`config.mk`:
```
export PLATFORM = sky130hd
export DESIGN_NAME = alu_seq
export DESIGN_NICKNAME = d
export VERILOG_FILES = /design/src/rtl/alu_seq.sv
export SDC_FILE = /design/constraint.sdc
export NUM_CORES = 1
export LEC_CHECK = 0
export CAP_MARGIN = 20
export CORE_AREA = 2 2 156 158
export CTS_CLUSTER_DIAMETER = 80
export DETAILED_ROUTE_END_ITERATION = 16
export DIE_AREA = 0 0 158 160
export PLACE_DENSITY = 0.69
export SETUP_SLACK_MARGIN = 0.02
export SYNTH_ARGS = -nofsm -noshare
export SYNTH_HDL_FRONTEND = slang
export SYNTH_SLANG_ARGS = --single-unit
```
`constraint.sdc`:
```
create_clock -name clk -period 7.5 [get_ports clk]
set_input_delay 1.125 -clock clk [delete_from_list [all_inputs] [get_ports clk]]
set_output_delay 1.125 -clock clk [all_outputs]
set_load 0.02 [all_outputs]
```
`src/rtl/alu_seq.sv`:
```
`default_nettype none
// ============================================================================
//  Module   : alu_seq
//  Purpose  : Parametrised sequential ALU for the downsampling datapath.
//             Operands and opcode are captured on an accepted start. Ordinary
//             ops complete one cycle later. The optional MUL op runs a
//             shift-add loop over WIDTH cycles. Each completion raises a
//             one-cycle done pulse, with err for an illegal opcode.
//  Revision : 1.0 - initial release
// ----------------------------------------------------------------------------
//  Parameters
//    WIDTH     : data width of the A/B/C buses (>= 4)
//    SHW       : width of the shift-amount field taken from b_bus[SHW-1:0]
//  Ports
//    clk       in  1      : clock, all state changes on posedge
//    rst_n     in  1      : synchronous active-low reset
//    a_bus     in  WIDTH  : operand A
//    b_bus     in  WIDTH  : operand B / shift amount
//    operation in  4      : opcode
//    start     in  1      : request, accepted when busy is low
//    busy      out 1      : operation in progress
//    done      out 1      : one-cycle completion pulse
//    c_bus     out WIDTH  : result, held until the next legal completion
//    z_flag    out 1      : result is zero
//    n_flag    out 1      : result MSB
//    c_flag    out 1      : carry (ADD/INC) or borrow (SUB/DEC), else 0
//    err       out 1      : illegal opcode, pulses together with done
//  Configuration
//    ALU_SEQ_MUL_EN : when defined, opcode 1100 runs the iterative
//                     multiplier. Otherwise opcode 1100 is illegal and no
//                     multiplier logic exists.
// ============================================================================
module alu_seq #(
    parameter int WIDTH = 24,
    parameter int SHW   = $clog2(WIDTH)
) (
    input  logic             clk,
    input  logic             rst_n,
    input  logic [WIDTH-1:0] a_bus,
    input  logic [WIDTH-1:0] b_bus,
    input  logic [3:0]       operation,
    input  logic             start,
    output logic             busy,
    output logic             done,
    output logic [WIDTH-1:0] c_bus,
    output logic             z_flag,
    output logic             n_flag,
    output logic             c_flag,
    output logic             err
);

    // ------------------------------------------------------------------
    // Opcodes
    // ------------------------------------------------------------------
    localparam logic [3:0] OP_ADD   = 4'b0001;
    localparam logic [3:0] OP_SUB   = 4'b0010;
    localparam logic [3:0] OP_PASSA = 4'b0011;
    localparam logic [3:0] OP_PASSB = 4'b0100;
    localparam logic [3:0] OP_INC   = 4'b0101;
    localparam logic [3:0] OP_DEC   = 4'b0110;
    localparam logic [3:0] OP_SHL   = 4'b0111;
    localparam logic [3:0] OP_SHR   = 4'b1000;
    localparam logic [3:0] OP_AND   = 4'b1001;
    localparam logic [3:0] OP_OR    = 4'b1010;
    localparam logic [3:0] OP_CLR   = 4'b1011;
    localparam logic [3:0] OP_XOR   = 4'b1101;
`ifdef ALU_SEQ_MUL_EN
    localparam logic [3:0] OP_MUL   = 4'b1100;
    localparam logic [SHW-1:0] CNT_LAST = SHW'(WIDTH - 1);
`endif

    typedef enum logic [1:0] {
        ST_IDLE = 2'd0,
        ST_EXEC = 2'd1,
        ST_MUL  = 2'd2
    } state_t;

    state_t           state_q;
    logic [WIDTH-1:0] a_q;
    logic [WIDTH-1:0] b_q;
    logic [3:0]       op_q;

`ifdef ALU_SEQ_MUL_EN
    // a_q is reused as the shifting multiplicand and b_q as the shifting
    // multiplier while in ST_MUL; acc_q holds the partial product.
    logic [WIDTH-1:0] acc_q;
    logic [WIDTH-1:0] acc_d;
    logic [SHW-1:0]   cnt_q;
`endif

    // ------------------------------------------------------------------
    // Single-cycle datapath from the latched operands
    // ------------------------------------------------------------------
    logic [WIDTH:0]   add_d;
    logic [WIDTH:0]   sub_d;
    logic [WIDTH:0]   inc_d;
    logic [WIDTH:0]   dec_d;
    logic [SHW-1:0]   shamt_d;
    logic             shift_oob_d;
    logic [WIDTH-1:0] res_d;
    logic             cout_d;
    logic             legal_d;

    // The extra top bit of the subtract results is the borrow (A < B).
    assign add_d   = {1'b0, a_q} + {1'b0, b_q};
    assign sub_d   = {1'b0, a_q} - {1'b0, b_q};
    assign inc_d   = {1'b0, a_q} + {{WIDTH{1'b0}}, 1'b1};
    assign dec_d   = {1'b0, a_q} - {{WIDTH{1'b0}}, 1'b1};
    assign shamt_d = b_q[SHW-1:0];
    // Only reachable when WIDTH is not a power of two.
    assign shift_oob_d = ({1'b0, shamt_d} >= (SHW+1)'(WIDTH));

    always_comb begin
        res_d   = '0;
        cout_d  = 1'b0;
        legal_d = 1'b1;
        case (op_q)
            OP_ADD:   begin res_d = add_d[WIDTH-1:0]; cout_d = add_d[WIDTH]; end
            OP_SUB:   begin res_d = sub_d[WIDTH-1:0]; cout_d = sub_d[WIDTH]; end
            OP_PASSA: res_d = a_q;
            OP_PASSB: res_d = b_q;
            OP_INC:   begin res_d = inc_d[WIDTH-1:0]; cout_d = inc_d[WIDTH]; end
            OP_DEC:   begin res_d = dec_d[WIDTH-1:0]; cout_d = dec_d[WIDTH]; end
            OP_SHL:   res_d = shift_oob_d ? '0 : (a_q << shamt_d);
            OP_SHR:   res_d = shift_oob_d ? '0 : (a_q >> shamt_d);
            OP_AND:   res_d = a_q & b_q;
            OP_OR:    res_d = a_q | b_q;
            OP_CLR:   res_d = '0;
            OP_XOR:   res_d = a_q ^ b_q;
            // MUL never reaches ST_EXEC when the multiplier is built in,
            // so it lands here only as an illegal opcode.
            default:  legal_d = 1'b0;
        endcase
    end

`ifdef ALU_SEQ_MUL_EN
    // One multiplier bit per cycle; the final step's sum is the product.
    assign acc_d = acc_q + (b_q[0] ? a_q : '0);
`endif

    // ------------------------------------------------------------------
    // Control FSM with registered outputs
    // ------------------------------------------------------------------
    always_ff @(posedge clk) begin
        if (!rst_n) begin
            state_q <= ST_IDLE;
            a_q     <= '0;
            b_q     <= '0;
            op_q    <= '0;
            busy    <= 1'b0;
            done    <= 1'b0;
            err     <= 1'b0;
            c_bus   <= '0;
            z_flag  <= 1'b0;
            n_flag  <= 1'b0;
            c_flag  <= 1'b0;
`ifdef ALU_SEQ_MUL_EN
            acc_q   <= '0;
            cnt_q   <= '0;
`endif
        end else begin
            done <= 1'b0;
            err  <= 1'b0;
            case (state_q)
                ST_IDLE: begin
                    if (start) begin
                        a_q  <= a_bus;
                        b_q  <= b_bus;
                        op_q <= operation;
                        busy <= 1'b1;
`ifdef ALU_SEQ_MUL_EN
                        if (operation == OP_MUL) begin
                            state_q <= ST_MUL;
                            acc_q   <= '0;
                            cnt_q   <= '0;
                        end else begin
                            state_q <= ST_EXEC;
                        end
`else
                        state_q <= ST_EXEC;
`endif
                    end
                end

                ST_EXEC: begin
                    state_q <= ST_IDLE;
                    busy    <= 1'b0;
                    done    <= 1'b1;
                    if (legal_d) begin
                        c_bus  <= res_d;
                        z_flag <= (res_d == '0);
                        n_flag <= res_d[WIDTH-1];
                        c_flag <= cout_d;
                    end else begin
                        // Result and flags keep their previous values.
                        err <= 1'b1;
                    end
                end

`ifdef ALU_SEQ_MUL_EN
                ST_MUL: begin
                    a_q   <= a_q << 1;
                    b_q   <= b_q >> 1;
                    acc_q <= acc_d;
                    cnt_q <= cnt_q + 1'b1;
                    if (cnt_q == CNT_LAST) begin
                        state_q <= ST_IDLE;
                        busy    <= 1'b0;
                        done    <= 1'b1;
                        c_bus   <= acc_d;
                        z_flag  <= (acc_d == '0);
                        n_flag  <= acc_d[WIDTH-1];
                        c_flag  <= 1'b0;
                    end
                end
`endif

                default: begin
                    state_q <= ST_IDLE;
                    busy    <= 1'b0;
                end
            endcase
        end
    end

endmodule
`default_nettype wire

```
# Word level (Yosys, flattened, before mapping)
# Index checks and enable logic that the tools add are counted.
# classes
add_sub_neg	4
order_cmp	1
n_eq_ne	12
shift	2
muxes	7
bitwise	3
n_reduce_logical	7
# ops
operator	n
24-bit one-hot mux with 11 select lines	1
24-bit 2-to-1 mux	2
24-bit by 1-bit adder with 25-bit output (second input constant)	1
24-bit by 24-bit adder with 25-bit output	1
24-bit by 1-bit subtractor with 25-bit output (second input constant)	1
24-bit by 24-bit subtractor with 25-bit output	1
24-bit AND	1
24-bit zero test	1
24-bit OR	1
24-bit by 5-bit << shifter with 24-bit output	1
24-bit by 5-bit >> shifter with 24-bit output	1
24-bit bitwise XOR	1
4-bit == test (second input constant)	5
4-bit by 3-bit == test with 1-bit output (second input constant)	4
12-bit OR reduction	1
4-bit by 2-bit == test with 1-bit output (second input constant)	2
2-bit AND reduction	4
5-bit >= comparator (second input constant)	1
4-bit by 1-bit == test with 1-bit output (second input constant)	1
1-bit one-hot mux with 4 select lines	1
1-bit 2-to-1 mux	3
2-bit zero test	1
# word_totals
register_bits	82
in_bits	55
output_inout_bits	30
wordCells	46

# Longest topological paths before layout
# depth
depth_word	4
depth_mapped	15
depth_no_buf	13

# Worst setup path before layout
# No wires, ideal clock.
# synth_path
path_kind	flip-flop to flip-flop
from	register b_q[3]
to	register z_flag
setup_ns	0.069
arrival_time_ns	3.520
t_required_ns	7.431
path_slack_ns	3.911
stages_incl_launch_ff	15
n_path_buf	3
period_less_slack_ns	3.589
path_cell_list	dfxtp_1 buf_2 clkinv_1 clkbuf_1 ha_1 clkbuf_1 or4_1 a21oi_1 nor4b_1 or2_1 xnor2_1 a211o_1 a2111oi_2 nand4_1 o21ai_1
# synth_between
elab_chain_len	4
elab_cells_between_ends	12
cone_classes	add/sub: 2; order compare: 1; shift: 2; mux: 3; bitwise: 3; reduce/logical: 1
# synth_rtl
item	line_no	rtl
from (decl)	80	logic [WIDTH-1:0] b_q;
from (signal assigned)	168	b_q <= b_bus;
parallel branches: the longest is 2 deep, another holds 24-bit by 24-bit subtractor with 25-bit output	-	
24-bit one-hot mux with 11 select lines (*)	117	case (op_q)
24-bit zero test (*)	191	z_flag <= (res_d == '0);
to (signal assigned)	191	
to (decl)	46	output logic z_flag,
# Every way passes the cells marked *.
# A chain may end at the register's enable or synchronous reset.

# Worst setup path in the final report
# Same ends and word-level chain as after synthesis.

==> out/metrics.csv <==
stage,metric,value,unit
status,outcome,finished clean,
placement,io_buffers,84,
clocking,cts-root-buf,clkbuf_16,
floorplan,io_pins,85,
yosys,ys.flop_type,dfxtp_1,
critical_path,slowest_stage,clkinv_1,
route,first_iter_violations,1787,
route,route.vias.total,13300,
critical_path,cp.arrival,5.15,ns
critical_path,slowest_delay,0.71,ns
cells_and_area,final_cell_mix,"nand2_1 (182), a21oi_1 (141), nor2_1 (133), clkdlybuf4s50_1 (84), ha_1 (81)",
critical_path,critPathBufInv,2,
sta,final-max-slew-violation-count,0,
floorplan,die_h,160,um
critical_path,cp.required,7.79,ns
sta,hold_ws,0.475,ns
sta,max_freq,206,MHz
yosys,synth_edf_count,0,
yosys,synthArstFlopShare,0,%
clocking,cts_setup_buffers,0,
sta,hold_viol_final,0,
clocking,clkTransAtPathRegs,0.07,ns
yosys,syn_area,11700,um2
min_path,min_path_type,reg2reg,
cells_and_area,diodes,0,
route,drtAntennaViolNets,0,
power_and_ir_drop,powerDensity,135,nW/um2
floorplan,chipWidth,158,um
cells_and_area,final_area,12900,um2
cells_and_area,layout_commonest_cell,nand2_1,
clocking,ctsResizeCount,0,
floorplan,rows,57,
power_and_ir_drop,p_leak,4.56,nW
power_and_ir_drop,total_power,0.00174,W
yosys,synth.avg_cell_area,7.34,um2
route,wire_per_inst,26.4,um
clocking,clock_sinks,81,
grt,grt_usage,38.9,%
sta,skew,0.0123,ns
placement,gp_congestion,1.08,
grt,grt_pass1_vias,11800,
placement,dp_hpwl,37100,um
cells_and_area,drive_gt1_share,9.54,%
critical_path,crit_top_cell,a21o_1,
cells_and_area,num-nets-final,1708,
floorplan,core_area,23800,um2
power_and_ir_drop,peakVddDrop,0.105,mV
grt,gr-total-overflow,0,
placement,placed_cell_area,12600,um2
yosys,synth_area_leaders,"dfxtp_1 (14%), mux4_2 (9.6%), ha_1 (8.7%)",
floorplan,dieArea,25300,um2
grt,antenna_found_initial,1,
clocking,cts_buffers,9,
sta,rsz0062_at_grt,no,
critical_path,cp-start-kind,register,
critical_path,cpLargestDelayFamily,compound AO/OA/AOI/OAI gates,
yosys,synth_nets,1728,
cells_and_area,area_growth,10.4,%
grt,grt_max_degree,58,
yosys,ys_types,93,
floorplan,initial_core_util,49.0,%
clocking,clockBufferDepth,2,
critical_path,crit_chain,buf_4 > clkinv_1 > ha_1 > a21o_1 > a21o_1 > o211ai_1 > nand2_1 > a21oi_1 > o21ai_0 > a211o_1 > a2111oi_2 > nand4_1 > o21ai_1,
yosys,seq_area_frac_synth,13.9,%
yosys,syn_inst,1590,
clocking,cts_tree,done,
route,wirelength,50100,um
critical_path,worstSetupEndpointType,register,
sta,setup_violations,0,
critical_path,critPathKind,reg2reg,
clocking,postCtsHoldBufs,0,
grt,grt_pass1_wl,74200,um
sta,fin_crit_sh,64.8,%
yosys,yosysWarnings,0,
sta,maxSlewHeadroom,22.0,%
clocking,clock_latency,0.36,ns
critical_path,worstPathMaxFanout,48,
yosys,yosysTopAreaCellShare,13.9,%
route,viasPerCell,6.99,
route,dr.pass1.iters,6,
run,drv_cap,0,
sta,tightest_slew,1.16,ns
yosys,synth-seq-cells,81,
sta,setup_tns,0,ns
route,drc,0,
yosys,yosysTopAreaCell,dfxtp_1,
cells_and_area,fillCellCount,2397,
clocking,h-tree-depth,3,
sta,fin_crit,4.86,ns
final timing paths:
path	start	to	slack, ns	cells past startpoint
min	z_flag	z_flag	0.47	2
max reg2reg	b_q[3]	z_flag	2.64	13
min reg2reg	z_flag	z_flag	0.47	2
max	b_q[3]	z_flag	2.64	13
logic make-up (layout without fill, tap and decap cells):
kind of cell | Yosys count | count (layout) | share of synthesized area [%]
simple gates | 559 | 559 | 23.2
mux | 99 | 99 | 14.0
compound gates | 498 | 498 | 29.0
xor+xnor | 30 | 30 | 2.25
flops | 81 | 81 | 13.9
fa+ha+maj | 83 | 83 | 9.02
buf+inv | 240 | 223 | 8.61
cell usage after synthesis, types with 14 or more instances:
cell type	instances
a211oi_1	39
a21oi_1	141
a221oi_1	14
a22oi_1	24
a31oi_1	15
buf_2	34
clkbuf_1	104
dfxtp_1	81
ha_1	81
inv_1	76
mux2i_1	34
mux4_2	50
nand2_1	183
nand2b_1	17
nand3_1	42
nand4_1	20
nor2_1	133
nor2b_1	17
nor3_1	47
nor4_1	20
o211ai_1	19
o21ai_0	65
o22ai_1	23
o31ai_1	15
or3_1	14
xnor2_1	29
where the power goes:
group | switching, W | internal [W] | leakage (nW)
Combinational | 0.000480 | 0.000290 | 3.75
Clock | 0.000201 | 0.000264 | 0.142
Sequential | 0.0000467 | 0.000455 | 0.666
Total | 0.000727 | 0.00101 | 4.56
worst reg2reg max path, cell delays in order (launching register included):
cell,delay (ns)
dfxtp_2,0.31
buf_4,0.45
clkinv_1,0.72
ha_1,0.66
a21o_1,0.30
a21o_1,0.21
o211ai_1,0.64
nand2_1,0.29
a21oi_1,0.20
o21ai_0,0.09
a211o_1,0.31
a2111oi_2,0.35
nand4_1,0.13
o21ai_1,0.14
stage by stage:
step	cells	utilization [%]	worst slack (ns)
floorplan	1590	-	3.91
global placement	1880	52.8	2.99
detailed placement	1881	52.8	2.89
CTS	1895	54.0	2.86
global route	1897	54.1	2.57
finish	1897	54.1	2.64
registers in the layout (all words and copies together), names as in the netlist:
register / flops
z_flag: 1
op_q: 4
a_q: 24
c_bus: 24
state_q: 1
err: 1
c_flag: 1
done: 1
b_q: 24
final cells by class:
cell class              count  area (um2)  share of cell area (%)
inverters                  83         312                    2.42
clock buffers              11         243                    1.88
clock inverters             3        41.3                   0.320
well taps                 324         405                    3.15
flip-flops and latches     81        1630                    12.6
repair buffers            126        1170                    9.08
multi-input cells        1269        9090                    70.5
per-layer routing:
metal  GRT usage (%)  up-vias  share of wire (%)
met5               0        -                  0
met4            15.7        0                4.7
met1            54.5     6325                 40
li1                -     5882                  -
met3            9.01      151                 12
met2            57.6      901                 43
Power figures use the tool's default switching activity.
